File: config.mk
export PLATFORM = sky130hd
export DESIGN_NAME = zoom_frame_sequencer_flat
export DESIGN_NICKNAME = d
export VERILOG_FILES = /design/src/rtl/zoom_frame_sequencer_if.sv /design/src/rtl/zoom_frame_sequencer.sv /design/src/flat_wrapper.sv
export SDC_FILE = /design/constraint.sdc
export NUM_CORES = 1
export LEC_CHECK = 0
export BUFFER_PORTS_ARGS = -buffer_cell sky130_fd_sc_hd__clkbuf_2
export CAP_MARGIN = 30
export CORE_ASPECT_RATIO = 1.5
export CORE_UTILIZATION = 40
export CTS_CLUSTER_DIAMETER = 60
export DETAILED_ROUTE_END_ITERATION = 10
export GPL_ROUTABILITY_DRIVEN = 1
export PLACE_DENSITY = 0.67
export SLEW_MARGIN = 20
export SYNTH_ARGS = -nofsm -noshare
export SYNTH_HDL_FRONTEND = slang
export SYNTH_SLANG_ARGS = --single-unit
File: constraint.sdc
create_clock -name clk -period 1.7 [get_ports clk]
set_input_delay 0.085 -clock clk [delete_from_list [all_inputs] [get_ports clk]]
set_output_delay 0.085 -clock clk [all_outputs]
set_load 0.05 [all_outputs]
File: src/rtl/zoom_frame_sequencer_if.sv
// Handshake and coordinate bundle between the zoom frame sequencer and its camera/core/consumer.
// master = sequencer side, slave = surrounding datapath.
interface zoom_frame_sequencer_if #(
  parameter int XW = 10,
  parameter int YW = 9,
  parameter int ZW = 4
);
  logic [ZW-1:0] zoom_req;
  logic          pixel_in_valid;
  logic          pixel_in_ready;
  logic          wr_en;
  logic [XW-1:0] wr_x;
  logic [YW-1:0] wr_y;
  logic          proc_start;
  logic          proc_done;
  logic [ZW-1:0] zoom_cur;
  logic          rd_en;
  logic          rd_valid;
  logic          rd_ready;
  logic [XW-1:0] rd_x;
  logic [YW-1:0] rd_y;
  logic          busy;
  logic          frame_done;
  logic          error;

  modport master (
    input  zoom_req, pixel_in_valid, proc_done, rd_ready,
    output pixel_in_ready, wr_en, wr_x, wr_y, proc_start, zoom_cur,
           rd_en, rd_valid, rd_x, rd_y, busy, frame_done, error
  );

  modport slave (
    output zoom_req, pixel_in_valid, proc_done, rd_ready,
    input  pixel_in_ready, wr_en, wr_x, wr_y, proc_start, zoom_cur,
           rd_en, rd_valid, rd_x, rd_y, busy, frame_done, error
  );
endinterface

File: src/rtl/zoom_frame_sequencer.sv
// Capture -> process -> readout sequencer for one quad-zoom frame.
// Optional PROCESS watchdog enabled by defining ZOOM_SEQ_WATCHDOG_EN.
//
// state   | meaning
// IDLE    | waiting for first pixel of a frame; zoom latched on its acceptance
// CAPTURE | writing incoming pixels in raster order
// PROCESS | zoom pass launched, waiting for proc_done
// READOUT | presenting raster-ordered read coordinates
module zoom_frame_sequencer #(
  parameter int IMG_WIDTH  = 640,
  parameter int IMG_HEIGHT = 480,
  parameter int MAX_ZOOM   = 8,
  parameter int WD_CYCLES  = 1000000
) (
  input  logic                   clk,
  input  logic                   reset,
  zoom_frame_sequencer_if.master bus
);
  localparam int XW = $clog2(IMG_WIDTH);
  localparam int YW = $clog2(IMG_HEIGHT);
  localparam int ZW = $clog2(MAX_ZOOM + 1);

  typedef enum logic [1:0] {IDLE, CAPTURE, PROCESS, READOUT} state_t;

  state_t        state, state_nxt;
  logic [XW-1:0] x_cnt;
  logic [YW-1:0] y_cnt;
  logic [ZW-1:0] zoom_q;
  logic [ZW-1:0] zoom_clamped;
  logic          proc_first;
  logic          ready_int, rd_valid_int, rd_en_int;
  logic          accept, step, x_last, y_last, done_ok, wd_expire;

  assign x_last    = (x_cnt == XW'(IMG_WIDTH - 1));
  assign y_last    = (y_cnt == YW'(IMG_HEIGHT - 1));
  assign accept    = bus.pixel_in_valid & ready_int;
  assign rd_en_int = rd_valid_int & bus.rd_ready;
  // write and read phases never overlap, so one coordinate counter serves both
  assign step      = accept | rd_en_int;
  assign done_ok   = ~proc_first & bus.proc_done;

  always_comb begin
    zoom_clamped = bus.zoom_req;
    if (bus.zoom_req < ZW'(2))
      zoom_clamped = ZW'(2);
    else if (bus.zoom_req > ZW'(MAX_ZOOM))
      zoom_clamped = ZW'(MAX_ZOOM);
  end

  always_comb begin
    state_nxt    = state;
    ready_int    = 1'b0;
    rd_valid_int = 1'b0;
    case (state)
      IDLE: begin
        ready_int = ~reset;
        if (accept) state_nxt = CAPTURE;
      end
      CAPTURE: begin
        ready_int = ~reset;
        if (accept && x_last && y_last) state_nxt = PROCESS;
      end
      PROCESS: begin
        if (done_ok)        state_nxt = READOUT;
        else if (wd_expire) state_nxt = IDLE;
      end
      READOUT: begin
        rd_valid_int = 1'b1;
        if (rd_en_int && x_last && y_last) state_nxt = IDLE;
      end
      default: state_nxt = IDLE;
    endcase
  end

  always_ff @(posedge clk or posedge reset) begin
    if (reset) begin
      state      <= IDLE;
      x_cnt      <= '0;
      y_cnt      <= '0;
      zoom_q     <= ZW'(2);
      proc_first <= 1'b0;
    end else begin
      state      <= state_nxt;
      proc_first <= (state != PROCESS) && (state_nxt == PROCESS);
      if (state == IDLE && accept) zoom_q <= zoom_clamped;
      if (step) begin
        if (x_last) begin
          x_cnt <= '0;
          y_cnt <= y_last ? '0 : y_cnt + 1'b1;
        end else begin
          x_cnt <= x_cnt + 1'b1;
        end
      end
    end
  end

`ifdef ZOOM_SEQ_WATCHDOG_EN
  localparam int WW = $clog2(WD_CYCLES + 1);
  logic [WW-1:0] wd_cnt;
  logic          err_q;

  assign wd_expire = (state == PROCESS) && (wd_cnt == WW'(WD_CYCLES - 1));

  always_ff @(posedge clk or posedge reset) begin
    if (reset) begin
      wd_cnt <= '0;
      err_q  <= 1'b0;
    end else begin
      wd_cnt <= (state == PROCESS) ? wd_cnt + 1'b1 : '0;
      if (wd_expire && !done_ok) err_q <= 1'b1;
    end
  end

  assign bus.error = err_q;
`else
  assign wd_expire = 1'b0;
  assign bus.error = 1'b0;
`endif

  assign bus.pixel_in_ready = ready_int;
  assign bus.wr_en          = accept;
  assign bus.wr_x           = x_cnt;
  assign bus.wr_y           = y_cnt;
  assign bus.proc_start     = (state == PROCESS) && proc_first;
  assign bus.zoom_cur       = zoom_q;
  assign bus.rd_valid       = rd_valid_int;
  assign bus.rd_en          = rd_en_int;
  assign bus.rd_x           = x_cnt;
  assign bus.rd_y           = y_cnt;
  assign bus.busy           = (state != IDLE);
  assign bus.frame_done     = rd_en_int & x_last & y_last;
endmodule
File: src/flat_wrapper.sv
// flat-port wrapper written by rule: the top's interface ports become plain ports
module zoom_frame_sequencer_flat 
#(
  parameter int IMG_WIDTH  = 640,
  parameter int IMG_HEIGHT = 480,
  parameter int MAX_ZOOM   = 8,
  parameter int WD_CYCLES  = 1000000
)
  (clk, reset, bus_zoom_req, bus_pixel_in_valid, bus_proc_done, bus_rd_ready, bus_pixel_in_ready, bus_wr_en, bus_wr_x, bus_wr_y, bus_proc_start, bus_zoom_cur, bus_rd_en, bus_rd_valid, bus_rd_x, bus_rd_y, bus_busy, bus_frame_done, bus_error);
  zoom_frame_sequencer_if bus_i ();
  input  logic clk;
  input  logic reset;
  input wire logic [$bits(bus_i.zoom_req)-1:0] bus_zoom_req;
  input wire logic [$bits(bus_i.pixel_in_valid)-1:0] bus_pixel_in_valid;
  input wire logic [$bits(bus_i.proc_done)-1:0] bus_proc_done;
  input wire logic [$bits(bus_i.rd_ready)-1:0] bus_rd_ready;
  output wire logic [$bits(bus_i.pixel_in_ready)-1:0] bus_pixel_in_ready;
  output wire logic [$bits(bus_i.wr_en)-1:0] bus_wr_en;
  output wire logic [$bits(bus_i.wr_x)-1:0] bus_wr_x;
  output wire logic [$bits(bus_i.wr_y)-1:0] bus_wr_y;
  output wire logic [$bits(bus_i.proc_start)-1:0] bus_proc_start;
  output wire logic [$bits(bus_i.zoom_cur)-1:0] bus_zoom_cur;
  output wire logic [$bits(bus_i.rd_en)-1:0] bus_rd_en;
  output wire logic [$bits(bus_i.rd_valid)-1:0] bus_rd_valid;
  output wire logic [$bits(bus_i.rd_x)-1:0] bus_rd_x;
  output wire logic [$bits(bus_i.rd_y)-1:0] bus_rd_y;
  output wire logic [$bits(bus_i.busy)-1:0] bus_busy;
  output wire logic [$bits(bus_i.frame_done)-1:0] bus_frame_done;
  output wire logic [$bits(bus_i.error)-1:0] bus_error;
  assign bus_i.zoom_req = bus_zoom_req;
  assign bus_i.pixel_in_valid = bus_pixel_in_valid;
  assign bus_i.proc_done = bus_proc_done;
  assign bus_i.rd_ready = bus_rd_ready;
  assign bus_pixel_in_ready = bus_i.pixel_in_ready;
  assign bus_wr_en = bus_i.wr_en;
  assign bus_wr_x = bus_i.wr_x;
  assign bus_wr_y = bus_i.wr_y;
  assign bus_proc_start = bus_i.proc_start;
  assign bus_zoom_cur = bus_i.zoom_cur;
  assign bus_rd_en = bus_i.rd_en;
  assign bus_rd_valid = bus_i.rd_valid;
  assign bus_rd_x = bus_i.rd_x;
  assign bus_rd_y = bus_i.rd_y;
  assign bus_busy = bus_i.busy;
  assign bus_frame_done = bus_i.frame_done;
  assign bus_error = bus_i.error;
  zoom_frame_sequencer #(.IMG_WIDTH(IMG_WIDTH), .IMG_HEIGHT(IMG_HEIGHT), .MAX_ZOOM(MAX_ZOOM), .WD_CYCLES(WD_CYCLES)) u_core (.clk(clk), .reset(reset), .bus(bus_i));
endmodule
# ---- After elaboration in Yosys (flattened, before gate mapping)
# Index checks and enable logic that the tools add are counted.
dict set report op_classes {
  mul 0
  addsub 2
  n_eq_ne 7
  n_div 0
  shifts 0
  n_bitwise 8
  reduce_logical 11
  order_cmp 2
  mux 11
}
# operator n
set op_table {}
lappend op_table {{$add A10 B1 Y10 const B} 1}
lappend op_table {{$eq A10 B10 Y1 const B} 1}
lappend op_table {{$mux W10} 1}
lappend op_table {{$add A9 B1 Y9 const B} 1}
lappend op_table {{$eq A9 B9 Y1 const B} 1}
lappend op_table {{$mux W9} 1}
lappend op_table {{$mux W2} 4}
lappend op_table {{$mux W4} 2}
lappend op_table {{$pmux W2 S4} 1}
lappend op_table {{$logic_and A1 B1 Y1} 7}
lappend op_table {{$eq A2 B2 Y1 const B} 3}
lappend op_table {{$and A1 B1 Y1} 5}
lappend op_table {{$gt A4 B4 Y1 const B} 1}
lappend op_table {{$lt A4 B2 Y1 const B} 1}
lappend op_table {{$eq A2 B1 Y1 const B} 1}
lappend op_table {{$logic_not A2 Y1} 1}
lappend op_table {{$mux W1} 2}
lappend op_table {{$ne A2 B2 Y1 const B} 1}
lappend op_table {{$not A1 Y1} 2}
lappend op_table {{$reduce_and A2 Y1} 1}
lappend op_table {{$reduce_bool A2 Y1} 1}
lappend op_table {{$reduce_or A2 Y1} 1}
lappend op_table {{$or A1 B1 Y1} 1}
dict set report word_totals {
  latchBits 0
  ram_bits 0
  wordCells 46
  ff_bits 26
  rom_bits 0
  memories 0
  out_inout_bits 50
}

# ---- Depth between registers and ports, before layout
dict set report logic_depth {
  ltp_word 10
  ltp_mapped 7
  ltp_nobuf 6
}

# ---- Worst setup path after synthesis
# No wires, ideal clock.
dict set report synth_path {
  kind {reg2reg}
  startpoint {register u_core.state[1]}
  endpoint {register u_core.y_cnt[3] (netlist: u_core.bus.rd_y[3])}
  setup_slack_ps -306
  period_less_slack_ps 2006
  stages_incl_launch_ff 7
  required_ps 1626
  t_arrival_ps 1932
  path_cell_list {dfrtp_1 nor2_2 nand2_2 inv_4 o2111ai_4 or3_1 o21ai_2}
}
dict set report synth_via {
  elab_chain_len 6
}
# item line
set synth_lines {}
lappend synth_lines {{start, declared} zoom_frame_sequencer.sv:25} ;# state_t state, state_nxt;
lappend synth_lines {{start signal, assigned} zoom_frame_sequencer.sv:83} ;# state <= state_nxt;
lappend synth_lines {{$eq A2 B1 Y1 or $logic_not A2 Y1 (tied branches)} zoom_frame_sequencer.sv:54} ;# case (state)
lappend synth_lines {{$reduce_or A2 Y1 (no source line) (*)} --}
lappend synth_lines {{$mux W1 (*)} --}
lappend synth_lines {{named net bus_pixel_in_ready} flat_wrapper.sv:17} ;# output wire logic [$bits(bus_i.pixel_in_ready)-1:0] bus_pixel_in_ready;
lappend synth_lines {{$and A1 B1 Y1 (*)} zoom_frame_sequencer.sv:36} ;# assign accept = bus.pixel_in_valid & ready_int;
lappend synth_lines {{named net bus_wr_en} flat_wrapper.sv:18} ;# output wire logic [$bits(bus_i.wr_en)-1:0] bus_wr_en;
lappend synth_lines {{$or A1 B1 Y1 (*)} zoom_frame_sequencer.sv:39} ;# assign step = accept | rd_en_int;
lappend synth_lines {{$reduce_and A2 Y1 (no source line) (*)} --}
lappend synth_lines {{end signal, assigned} zoom_frame_sequencer.sv:89} ;# y_cnt <= y_last ? '0 : y_cnt + 1'b1;
lappend synth_lines {{end, declared} zoom_frame_sequencer.sv:27} ;# logic [YW-1:0] y_cnt;
# The timed path passes the listed nets; every way through them passes the cells marked *.
# A chain may end at the register's enable or synchronous reset.

# ---- Worst setup path after layout
dict set report layout_path {
  startpoint {register u_core.y_cnt[1] (netlist: u_core.bus.rd_y[1])}
  endpoint {output port bus_frame_done}
}
dict set report layout_via {
  elab_chain_len 2
}
# item line
set layout_lines {}
lappend layout_lines {{$eq A9 B9 Y1} zoom_frame_sequencer.sv:35} ;# assign y_last = (y_cnt == YW'(IMG_HEIGHT - 1));
lappend layout_lines {{$and A1 B1 Y1} zoom_frame_sequencer.sv:131} ;# assign bus.frame_done = rd_en_int & x_last & y_last;
lappend layout_lines {{end, declared} flat_wrapper.sv:28} ;# output wire logic [$bits(bus_i.frame_done)-1:0] bus_frame_done;
# Every way passes these cells.

==> metrics.md <==
| Metric | Value |
|---|---|
| Status | finished, violations left |
| Failing checks | setup timing |
| Num CTS Buffers | 3 |
| Worst IR drop on VDD | 998 µV |
| Die X | 52.8 µm |
| # IOs | 59 |
| Setup CP Type | reg -> out |
| Synth cell types | 46 |
| PD cells | 953 nW/µm² |
| Via/cell ratio | 5.08 |
| Die Ht | 78.2 µm |
| Startpoint Class | register |
| Clock Skew | 0.00616 ns |
| Pint | roughly 1.1 mW |
| Critical path endpoint category | output port |
| Initial core utilization | 42.0% |
| Clock sinks | 26 |
| Worst setup margin | -0.0336 ns |
| Static Leak | 1.02 nW |
| Dpl ws | 0.0560 ns |
| H-tree depth | 1 |
| Worst-path clk slew | 0.08 ns |
| PortBufs | 57 |
| Total gr overflow | 0 |
| Number of global-route vias before repair | 1273 |
| Syn_nets | 170 |
| GRT Overall Usage | 17.5% |
| Core Region | 3680 µm² |
| Logic pwr share | 42.1% |
| Max-slew violation count | 0 |
| Syn. warnings | 0 |
| Average wire per standard cell | 12.7 µm |
| Routability Congestion | 0.729 |
| Routed Antenna Nets | 0 |
| Routed vias | 1342 |
| Final #Nets | about 230 |
| RSZ-0062 raised after global routing | true |
| Layout cells sized above 1 | 53.4% |
| Most common cell after layout, fill and taps aside | clkbuf_2 |
| Post-Synthesis Cells | 159 |
| Switch Pwr | 0.860 mW |
| Initial antenna violation count | 0 |
| Synthesized flop and latch total | 26 |
| Post-synth top area share | 40.5% |
| DRC viols | 0 |
| Die ar. | 4120 µm² |
| Largest net degree at the start of global routing | 27 |
| Avg Cell Area, Syn | 9.73 µm² |
| Most frequent cells in the layout | 56 x clkbuf_2, 24 x buf_4, 15 x nand2_1, 15 x dfrtp_1 |
| Post-DP HPWL | roughly 2400 µm |
| Core Rows | 27 |
| Clock Tree Root | clkbuf_8 |
| Crit-path max FO | 4 |
| Critical Path RT | 1.62 ns |
| Max Root-Sink Buffers | 2 |
| Hold WS | 0.0522 ns |
| # setup viols final | 1 |
| CP arrival | 1.65 ns |
| Iter 0 DRT Violations | 14 |
| DR pass1 iterations | 5 |
| Sw Ratio | 44.6% |
| Dominant cells by area after synthesis | dfrtp_1 40%, buf_4 10%, nand2_1 3.9% |
| CTS tree | yes |
| Final Cycle Share | 102% |
| First-pass GRT wire length | 5510 µm |
| Post-synthesis instance area | roughly 1500 µm² |
| Clock share of power | 18.6% |
| Max Fclk | slightly below 600 MHz |
| Min cycle time layout | 1.73 ns |
| Total wire length | around 3400 µm |
| Placed Cells | 253 |
| Tightest Hold Check Type | in -> reg |
| Synth-to-Final Area Change | 30.8% |
| Max Cap Violations | 0 |
| Post-synthesis sequential area ratio | 42.2% |
| Final hold vios | 0 |
| Fin cells | 264 |
| Synth area leader | dfrtp_1 |
| Antenna Cells | 0 |
| Sequential power share | 39.3% |
| Clk_lat worst skew | 0.27 ns |
==> cell families after synthesis <==
logic type | share of synthesized area [%]
buffers and inverters | 14.2
and+or+nand+nor | 21.1
AOI/OAI and AO/OA | 14.0
muxes | 2.18
adders and majority gates | 1.62
other | 0.242
DFF | 42.2
xor gates and xnor gates | 4.53
==> worst paths after layout <==
kind	from	end	slack, ns	cells past startpoint
setup / recovery	u_core.bus.rd_y[1]	bus_frame_done	-0.03	6
hold / removal	bus_zoom_req[3]	u_core.bus.zoom_cur[2]	0.05	2
setup reg to reg	u_core.bus.rd_x[1]	u_core.bus.rd_y[6]	0.04	7
hold reg to reg	u_core.bus.zoom_cur[0]	u_core.bus.zoom_cur[0]	0.51	1
max in group asynchronous	reset	u_core.bus.zoom_cur[1]	0.96	4
min in group asynchronous	reset	u_core.bus.rd_x[7]	0.45	4
==> timing repair <==
action / CTS / global route
pin swaps: 4 / 3
setup endpoints to repair: 1 / 8
endpoints found under the hold margin: 25 / 0
gates resized for setup: 7 / 4
hold buffers: 1 / 0
buffers inserted: 5 / 2
gates cloned: 0 / 0
==> power groups by stage <==
| stage | combinational (mW) | sequential (mW) | clock [mW] |
|---|---|---|---|
| after floorplan | 0.432 | 1.00 | 0 |
| after CTS | 0.816 | 0.757 | 0.368 |
| after global placement | 0.802 | 0.768 | 0 |
| final | 0.812 | 0.756 | 0.359 |
| after detailed placement | 0.806 | 0.770 | 0 |
| after global routing | 0.854 | 0.767 | 0.387 |
==> synthesized netlist by cell type, drive strengths merged <==
library cell   n
a211o          1
a211oi         1
a21boi         1
a21o           1
a21oi          2
a2bb2oi        1
a31oi          1
and2           5
and3           4
and4           5
and4b          1
and4bb         1
buf           25
conb           1
dfrtp         25
dfstp          1
ha             2
inv            7
mux2           3
nand2         17
nand2b         2
nand3          7
nand4          2
nor2           8
nor3           3
nor3b          1
o2111ai        4
o211ai         1
o21ai         11
o31ai          3
o41ai          1
or2            2
or3            1
xnor2          5
xor2           3
==> stage by stage <==
stage / power (mW) / area [µm²] / TNS (ns) / utilization, %
6_report: 1.93 / 2020 / -0.0336 / 54.9
5_1_grt: 2.01 / 2020 / -0.180 / 54.9
4_1_cts: 1.94 / 2000 / -0.00698 / 54.4
3_5_place_dp: 1.58 / 1880 / 0 / 51.0
3_3_place_gp: 1.57 / 1880 / 0 / 51.0
2_1_floorplan: 1.44 / 1590 / 0 / -
==> critical path, stage by stage (launching register included) <==
cell	delay, ns
dfrtp_2	0.39
ha_2	0.20
and4_4	0.25
nand2_2	0.08
nor2_2	0.15
and2_4	0.16
clkbuf_16	0.15
==> sequential cells by signal, summed over array words and instances, names as in the netlist <==
register             flops
u_core.bus.zoom_cur      4
u_core.bus.rd_x         10
u_core.state             2
u_core.bus.rd_y          9
u_core.proc_first        1
==> metal layers <==
| metal | track usage, % | up-vias | wire length [µm] |
|---|---|---|---|
| met5 | 0 | - | 0 |
| met4 | 5.53 | 0 | 38 |
| met3 | 1.94 | 4 | 152 |
| met2 | 31.1 | 51 | 1770 |
| met1 | 21.2 | 631 | 1390 |
| li1 | - | 656 | - |
==> layout make-up <==
class | instances | area (µm²)
multi-input combinational | 101 | 719
inverter | 7 | 33.8
tap | 43 | 53.8
sequential | 26 | 664
clock buffer | 4 | 45.0
timing repair buffer | 83 | 507
fill | 345 | 1660
No activity file was read; power rests on OpenSTA's default activity.
